--- src/rtl/median_frame_scheduler.sv ---
// median_frame_scheduler
//   Sequences the binary median-filter engine one frame at a time: waits for a
//   captured frame, pulses filterInit, holds filterStart until fullImageDone,
//   samples the engine's wakeUp verdict and debounces verdicts across
//   consecutive frames into a sticky wake interrupt for the host FPGA. Also
//   owns the frame-stable threshold register, a per-frame watchdog and the
//   enforced idle gap between frames.
// Ports
//   clk            system clock, rising edge
//   reset          asynchronous, active-low reset
//   enable         scheduling allowed (sampled only in IDLE)
//   frameReady     level: complete binary frame present in memory
//   thresholdIn    new activeWindows threshold
//   thresholdLoad  1-cycle strobe loading thresholdIn (honoured in IDLE only)
//   fullImageDone  engine finished the frame
//   wakeUp         engine's registered above-threshold verdict
//   ackIrq         host strobe clearing fpgaWakeIrq
//   filterInit     engine init
//   filterStart    engine start (low clears the engine's wakeUp)
//   threshold      engine threshold, stable for the whole frame
//   frameConsumed  1-cycle pulse in EVAL, capture may overwrite memory
//   fpgaWakeIrq    sticky wake interrupt
//   timeoutErr     sticky watchdog flag
//   busy           high in every state except IDLE
//   frameCount     completed frames (EVAL or timeout), wrapping
module median_frame_scheduler #(
  parameter int unsigned INIT_CYCLES    = 4,
  parameter int unsigned TIMEOUT_CYCLES = 40000,
  parameter int unsigned GAP_CYCLES     = 16,
  parameter int unsigned HIT_COUNT      = 3
) (
  input  logic        clk,
  input  logic        reset,
  input  logic        enable,
  input  logic        frameReady,
  input  logic [12:0] thresholdIn,
  input  logic        thresholdLoad,
  input  logic        fullImageDone,
  input  logic        wakeUp,
  input  logic        ackIrq,
  output logic        filterInit,
  output logic        filterStart,
  output logic [12:0] threshold,
  output logic        frameConsumed,
  output logic        fpgaWakeIrq,
  output logic        timeoutErr,
  output logic        busy,
  output logic [15:0] frameCount
);

  // One shared down-phase counter serves INIT, RUN (watchdog) and GAP; the
  // sum of the three lengths bounds every value it must hold.
  localparam int unsigned CNT_W = $clog2(INIT_CYCLES + TIMEOUT_CYCLES + GAP_CYCLES + 1);

  localparam logic [CNT_W-1:0] INIT_LAST    = CNT_W'(INIT_CYCLES - 1);
  localparam logic [CNT_W-1:0] TIMEOUT_LAST = CNT_W'(TIMEOUT_CYCLES - 1);
  localparam logic [CNT_W-1:0] GAP_LAST     = CNT_W'(GAP_CYCLES - 1);

  typedef enum logic [2:0] {
    IDLE,
    INIT,
    RUN,
    EVAL,
    GAP
  } stateT;

  stateT            state;
  logic [CNT_W-1:0] cnt;
  logic [3:0]       hitCnt;
  logic [4:0]       hitInc;
  logic [3:0]       hitNext;
  logic             hitReached;
  logic             irqSet;

  // Hit counter saturates at HIT_COUNT; reaching it in EVAL with wakeUp=1
  // raises the interrupt (again, if already set).
  always_comb begin
    hitInc     = {1'b0, hitCnt} + 5'd1;
    hitReached = (hitInc >= 5'(HIT_COUNT));
    hitNext    = hitReached ? 4'(HIT_COUNT) : hitInc[3:0];
    irqSet     = (state == EVAL) && wakeUp && hitReached;
  end

  always_ff @(posedge clk or negedge reset) begin
    if (!reset) begin
      state         <= IDLE;
      cnt           <= '0;
      hitCnt        <= '0;
      filterInit    <= 1'b0;
      filterStart   <= 1'b0;
      threshold     <= '0;
      frameConsumed <= 1'b0;
      fpgaWakeIrq   <= 1'b0;
      timeoutErr    <= 1'b0;
      busy          <= 1'b0;
      frameCount    <= '0;
    end else begin
      frameConsumed <= 1'b0;

      // Set has priority over a coincident acknowledge.
      if (irqSet) begin
        fpgaWakeIrq <= 1'b1;
      end else if (ackIrq) begin
        fpgaWakeIrq <= 1'b0;
      end

      case (state)
        IDLE: begin
          if (thresholdLoad) begin
            threshold <= thresholdIn;
          end
          if (enable && frameReady) begin
            state      <= INIT;
            filterInit <= 1'b1;
            busy       <= 1'b1;
            cnt        <= '0;
          end
        end

        INIT: begin
          if (cnt == INIT_LAST) begin
            state       <= RUN;
            filterInit  <= 1'b0;
            filterStart <= 1'b1;
            cnt         <= '0;
          end else begin
            cnt <= cnt + CNT_W'(1);
          end
        end

        RUN: begin
          // Completion beats the watchdog when both land on the same cycle.
          if (fullImageDone) begin
            state         <= EVAL;
            frameConsumed <= 1'b1;
          end else if (cnt == TIMEOUT_LAST) begin
            state       <= GAP;
            filterStart <= 1'b0;
            timeoutErr  <= 1'b1;
            frameCount  <= frameCount + 16'd1;
            hitCnt      <= '0;
            cnt         <= '0;
          end else begin
            cnt <= cnt + CNT_W'(1);
          end
        end

        EVAL: begin
          state       <= GAP;
          filterStart <= 1'b0;
          frameCount  <= frameCount + 16'd1;
          hitCnt      <= wakeUp ? hitNext : '0;
          cnt         <= '0;
        end

        GAP: begin
          if (cnt == GAP_LAST) begin
            state <= IDLE;
            busy  <= 1'b0;
          end else begin
            cnt <= cnt + CNT_W'(1);
          end
        end

        default: begin
          state       <= IDLE;
          filterInit  <= 1'b0;
          filterStart <= 1'b0;
          busy        <= 1'b0;
          cnt         <= '0;
        end
      endcase
    end
  end

endmodule

--- config.mk ---
export PLATFORM = sky130hd
export DESIGN_NAME = median_frame_scheduler
export DESIGN_NICKNAME = d
export VERILOG_FILES = /design/src/rtl/median_frame_scheduler.sv
export SDC_FILE = /design/constraint.sdc
export NUM_CORES = 1
export LEC_CHECK = 0
export ABC_AREA = 1
export BUFFER_PORTS_ARGS = -buffer_cell sky130_fd_sc_hd__clkbuf_2
export CORE_MARGIN = 2
export CORE_UTILIZATION = 46
export DETAILED_ROUTE_END_ITERATION = 10
export HOLD_SLACK_MARGIN = 0.06
export PLACE_DENSITY = 0.76
export SETUP_SLACK_MARGIN = 0.05
export SLEW_MARGIN = 20
export SYNTH_ARGS = -nofsm -noshare
export SYNTH_HDL_FRONTEND = slang
export SYNTH_SLANG_ARGS = --single-unit
export TNS_END_PERCENT = 5
--- constraint.sdc ---
create_clock -name clk -period 1.44 [get_ports clk]
set_input_delay 0.432 -clock clk [delete_from_list [all_inputs] [get_ports clk]]
set_output_delay 0.432 -clock clk [all_outputs]
set_load 0.05 [all_outputs]
==> results.json, run 1 <==
{
  "vias": 3508,
  "period_minus_slack_ns": 1.67,
  "nets": 570,
  "clock_latency_ns": 0.34,
  "syn-num-nets": 435,
  "die_h_um": 87.6,
  "gr-total-overflow": 0,
  "critPathRequiredTime_ns": 1.65,
  "setup_ws_ns": -0.227,
  "hold_path.class": "input pin to asynchronous set/reset pin",
  "nFillCells": 396,
  "netlist_area_um2": 3220,
  "ys_ff_latch": 58,
  "hold_violations": 0,
  "die_area_um2": 7680,
  "status": "finished with violations",
  "synth_top_cells_by_area": "dfrtp_1 45%, nand2_1 13%, nand3_1 6.8%",
  "antenna-diode-count": 0,
  "hpwl_mm": 5.74,
  "ios": 56,
  "wire_per_inst_um": 16.9,
  "power_leakage_uw": 0.00243,
  "syn_to_final_growth_pct": 59.6,
  "start_util_pct": 47.4,
  "cts_tree": "done",
  "critical_path_class": "flip-flop to flip-flop",
  "drv_cap": 0,
  "grt_start_max_net_pins": 59,
  "io_buffer_count": 55,
  "grt_use_total_pct": 25.8,
  "grt_pass1_vias": 3351,
  "r2r-start": "cnt[10]",
  "finalMaxSlewViolations": 0,
  "synthCells": 410,
  "timing.fmax_ghz": 0.600,
  "drive_above_1_share_pct": 46.5,
  "violations": "negative setup slack",
  "fin_skew_ns": 0.00591,
  "path_max_fanout": 8,
  "ys_seq_area_share_pct": 45.1,
  "rsz0062_at_grt": "true",
  "core-area_um2": 6790,
  "power.density_nw_per_um2": 1850,
  "r2r_cells": 9,
  "tns_ns": -5.77,
  "arrival_ns": 1.88,
  "fp-row-count": 30,
  "final_cell_area_um2": 5130,
  "period_share_pct": 116,
  "cts_buffers": 9,
  "first_iter_violations": 220,
  "start_kind": "flip-flop",
  "cp_top_family": "simple AND/OR/NAND/NOR gates",
  "reg2reg_to": "hitCnt[0]",
  "yosysTopAreaCellShare_pct": 45.1,
  "clock-sinks": 58,
  "crit_buf_inv": 3,
  "slew_headroom_pct": 77.0,
  "post-route-util_pct": 75.6,
  "yosysWarnings": 0,
  "syn_avg_cell_area_um2": 7.85,
  "vias_per_cell": 5.43,
  "slowest_stage": "dfrtp_1",
  "antenna_found_initial": 0,
  "synth_cell_types": 31,
  "slowest_delay_ns": 0.39,
  "rrSetupSlack_ns": -0.23,
  "setup_viol": 42,
  "path_cells": "nand2_1 > inv_1 > nand3_1 > nor2_1 > nand4_1 > nand2_2 > buf_12 > buf_4 > o21ai_0",
  "dieWidth_um": 87.6,
  "endpoint_kind": "flip-flop",
  "ir_drop_mv": 1.55,
  "synth_top_area_cell": "dfrtp_1",
  "worst_pin_slew_ns": 0.344,
  "clockRootBuffer": "clkbuf_8",
  "clk_path_buf_depth": 2,
  "place_area_um2": 4050,
  "clk_pin_slew_ns": 0.07,
  "drc": 0,
  "grt_pass1_wl_mm": 15.2,
  "routed_wirelength_mm": 10.9,
  "drtPass1Iterations": 5,
  "cts-htree-levels": 3,
  "drt.antenna.violating_nets": 0,
  "gp_congestion": 0.876
}
## what timing repair did
item | in CTS | in global routing
buffers inserted | 10 | 13
gates cloned | 0 | 2
hold buffers | 0 | 0
setup endpoints to repair | 86 | 90
gates resized for setup | 93 | 106
pin swaps | 28 | 29
## where the power goes
group,total (µW),switching [µW],internal (µW)
clock network,1730,659,1070
registers,2390,363,2030
logic,5400,3100,2300
total,9520,4120,5400
## how the worst max path moves through the flow
stage	from	to	depth (start not counted)
3_5_place_dp	cnt[9]	cnt[6]	8
4_1_cts	cnt[0]	cnt[6]	10
6_report	cnt[10]	hitCnt[0]	9
5_1_grt	cnt[10]	hitCnt[0]	9
2_1_floorplan	cnt[1]	hitCnt[0]	7
3_3_place_gp	cnt[1]	cnt[6]	8
## layout by cell type (no fill, tap or decap), types with 4 or more instances in the layout
master	synthesis	routed
buf_12	0	4
buf_4	3	69
buf_6	1	14
buf_8	0	8
clkbuf_16	0	6
clkbuf_2	0	20
clkbuf_4	0	6
clkbuf_8	0	14
dfrtp_1	58	45
dfrtp_2	0	13
inv_1	43	41
inv_2	4	4
mux2_2	13	8
mux2_4	0	5
nand2_1	109	83
nand2_2	3	25
nand2_4	1	4
nand3_1	44	35
nand3_2	3	9
nand3b_1	4	4
nand4_1	4	4
nor2_1	53	40
nor2_2	2	7
nor2_4	3	11
nor3_1	10	7
o21ai_0	16	6
o21ai_1	3	8
o21ai_2	0	5
xnor2_1	6	5
xor2_1	10	10
## cell type report
class / count / area (µm²) / area share, %
Tap cell: 96 / 120 / 2.34
Inverter: 47 / 186 / 3.63
Multi-Input combinational cell: 298 / 1910 / 37.3
Timing Repair Buffer: 131 / 1220 / 23.7
Sequential cell: 58 / 1470 / 28.6
Clock inverter: 4 / 73.8 / 1.44
Clock buffer: 12 / 155 / 3.02
## flip-flops by register name, summed over array words and instances, names as in the netlist
name and flops:
frameCount 16, frameConsumed 1, hitCnt 4, filterStart 1
timeoutErr 1, busy 1, filterInit 1, fpgaWakeIrq 1
threshold 13, cnt 16, state 3
## kinds of logic (layout without fill, tap and decap cells)
group	after synthesis	after routing	share of synthesized area, %
fa+ha+maj	4	4	1.56
compound gates	27	27	4.63
flops	58	58	45.1
xor+xnor	16	16	4.35
buf+inv	54	194	6.96
simple gates	238	238	32.9
mux	13	13	4.55
## cells in the mapped netlist (all sizes together)
library cell,count
nand2,113
nor3,11
dfrtp,58
nand3b,4
o21ai,19
nor3b,1
nand4,4
nor2,58
buf,7
xor2,10
ha,4
inv,47
o21bai,2
xnor2,6
a22oi,1
mux2,13
o211ai,2
a21oi,2
nand3,47
a31oi,1
## per-stage QoR
| step | total power, µW | hold slack [ns] | instances | worst slack [ns] |
|---|---|---|---|---|
| floorplan | 4760 | 0.136 | 410 | -0.0296 |
| global placement | 5960 | 0.459 | 606 | -0.119 |
| detailed placement | 6060 | 0.463 | 606 | -0.186 |
| CTS | 8420 | 0.106 | 632 | -0.0698 |
| global route | 9870 | 0.104 | 646 | -0.309 |
| finish | 9520 | 0.0866 | 646 | -0.227 |
## per-layer routing
metal  GRT usage, %  part of all wire [%]  vias to the layer above
li1               -                     -                     1591
met1           29.3                    37                     1662
met2           45.5                    52                      198
met3           6.50                   6.5                       57
met4           11.6                   4.6                        0
met5              0                     0                        -
No activity file was read; power rests on OpenSTA's default activity.
==> run 2: changes to the inputs <==
--- a/config.mk
+++ b/config.mk
@@ -7,7 +7,7 @@
 export LEC_CHECK = 0
 export ABC_AREA = 1
 export BUFFER_PORTS_ARGS = -buffer_cell sky130_fd_sc_hd__clkbuf_2
-export CORE_MARGIN = 2
+export CORE_MARGIN = 5
 export CORE_UTILIZATION = 46
 export DETAILED_ROUTE_END_ITERATION = 10
 export HOLD_SLACK_MARGIN = 0.06
==> run 2 against run 1 <==
Routed wire length is 16% lower. Design area is 8.6% lower. Utilization is 6.5 points lower. Sequential power is 2% lower. Global-route usage is 4.8 points lower. Via count is 8.5% lower. Power is 12% lower. The flow still finishes with violations (negative setup slack). Largest power group unchanged. Highest routed layer unchanged.
==> results.json, run 2 (same netlist as run 1, synthesis figures left out) <==
{
  "period_share_pct": 112,
  "fp-row-count": 30,
  "cts-htree-levels": 3,
  "routed_wirelength_mm": 9.10,
  "vias_per_cell": 5.14,
  "grt_pass1_wl_mm": 14.7,
  "cts_buffers": 9,
  "drt.antenna.violating_nets": 0,
  "hold_violations": 0,
  "ir_drop_mv": 1.67,
  "endpoint_kind": "flip-flop",
  "drtPass1Iterations": 5,
  "start_util_pct": 47.4,
  "vias": 3210,
  "critical_path_class": "flip-flop to flip-flop",
  "setup_ws_ns": -0.173,
  "hpwl_mm": 5.93,
  "slowest_stage": "dfrtp_1",
  "first_iter_violations": 230,
  "slew_headroom_pct": 76.2,
  "arrival_ns": 1.83,
  "clk_pin_slew_ns": 0.06,
  "clk_path_buf_depth": 2,
  "grt_use_total_pct": 21.0,
  "gr-total-overflow": 0,
  "drive_above_1_share_pct": 36.7,
  "die_h_um": 93.6,
  "clock_latency_ns": 0.34,
  "die_area_um2": 8770,
  "path_max_fanout": 3,
  "total_power_uw": 8420,
  "rrSetupSlack_ns": -0.17,
  "dpl_worst_slack_ns": -0.172,
  "io_buffer_count": 55,
  "wire_per_inst_um": 14.6,
  "rsz0062_at_grt": "true",
  "power.density_nw_per_um2": 1790,
  "slowest_delay_ns": 0.40,
  "worst_pin_slew_ns": 0.354,
  "cts_tree": "done",
  "violations": "negative setup slack",
  "dieWidth_um": 93.6,
  "period_minus_slack_ns": 1.61,
  "fin_skew_ns": 0.0110,
  "clock-sinks": 58,
  "setup_viol": 36,
  "timing.fmax_ghz": 0.620,
  "grt_start_max_net_pins": 59,
  "status": "finished with violations",
  "gp_congestion": 0.908,
  "critPathRequiredTime_ns": 1.65,
  "layout_common_cells": "101 x nand2_1, 57 x buf_4, 47 x dfrtp_1",
  "start_kind": "flip-flop",
  "place_area_um2": 4040,
  "core-area_um2": 6790,
  "holdBufCountCts": 0,
  "drc": 0,
  "syn_to_final_growth_pct": 45.9,
  "crit_buf_inv": 1,
  "antenna-diode-count": 0,
  "path_cells": "nor2_2 > nand2_2 > nor2_2 > nand2_2 > a21oi_4 > buf_4 > nand3_1 > nand2_1 > nand2_1",
  "antenna_found_initial": 0,
  "tns_ns": -2.46,
  "drv_cap": 0,
  "final_common_cell": "nand2_1",
  "power_leakage_uw": 0.00223,
  "cp_top_family": "simple AND/OR/NAND/NOR gates",
  "final_cell_area_um2": 4700,
  "hold_path.class": "input pin to asynchronous set/reset pin",
  "finalMaxSlewViolations": 0,
  "clockRootBuffer": "clkbuf_8",
  "grt_pass1_vias": 3309,
  "holdWs_ns": 0.0909,
  "ios": 56,
  "reg_top3": "cnt (16), frameCount (16), threshold (13)",
  "nets": 548
}
[run 2: final timing paths]
path                             from        endpoint  depth (start not counted)
min reg2reg                timeoutErr      timeoutErr                          2
max reg2reg                    cnt[7]      filterInit                          9
min in group clk               ackIrq     fpgaWakeIrq                          2
max                            cnt[7]      filterInit                          9
max in group asynchronous       reset  frameCount[11]                          2
min                             reset     fpgaWakeIrq                          2
[run 2: cell type report]
cell class | count | area, µm²
clock inverter | 2 | 35.0
inverter | 47 | 181
tap | 96 | 120
fill | 515 | 2100
sequential | 58 | 1470
clock buffer | 14 | 163
timing repair buffer | 109 | 1010
multi-input combinational | 298 | 1720
[run 2: per-layer routing]
layer / track usage, % / vias up / routed length (µm)
li1: - / 1537 / -
met1: 24.7 / 1548 / 3580
met2: 36.6 / 107 / 4830
met3: 6.36 / 18 / 528
met4: 6.50 / 0 / 161
met5: 0 / - / 0
[run 2: worst register-to-register path, cell delays in order (launching register included)]
cell and delay [ns]:
dfrtp_1 0.40, nor2_2 0.18, nand2_2 0.11, nor2_2 0.16, nand2_2 0.10, a21oi_4 0.20, buf_4 0.14, nand3_1 0.06
nand2_1 0.09, nand2_1 0.07
[run 2: repair_timing]
| action | CTS | global route |
|---|---|---|
| gates resized for setup | 84 | 49 |
| buffers inserted | 1 | 3 |
| setup endpoints to repair | 89 | 88 |
| pin swaps | 16 | 7 |
[run 2: through the flow]
stage	cells	utilization, %
2_1_floorplan	410	-
3_3_place_gp	604	59.4
3_5_place_dp	604	59.4
4_1_cts	621	67.6
5_1_grt	624	69.1
6_report	624	69.1
[run 2: report_power, final]
part	switching (µW)	internal, µW
combinational	2690	1850
clock	635	894
sequential	327	2030
total	3650	4770
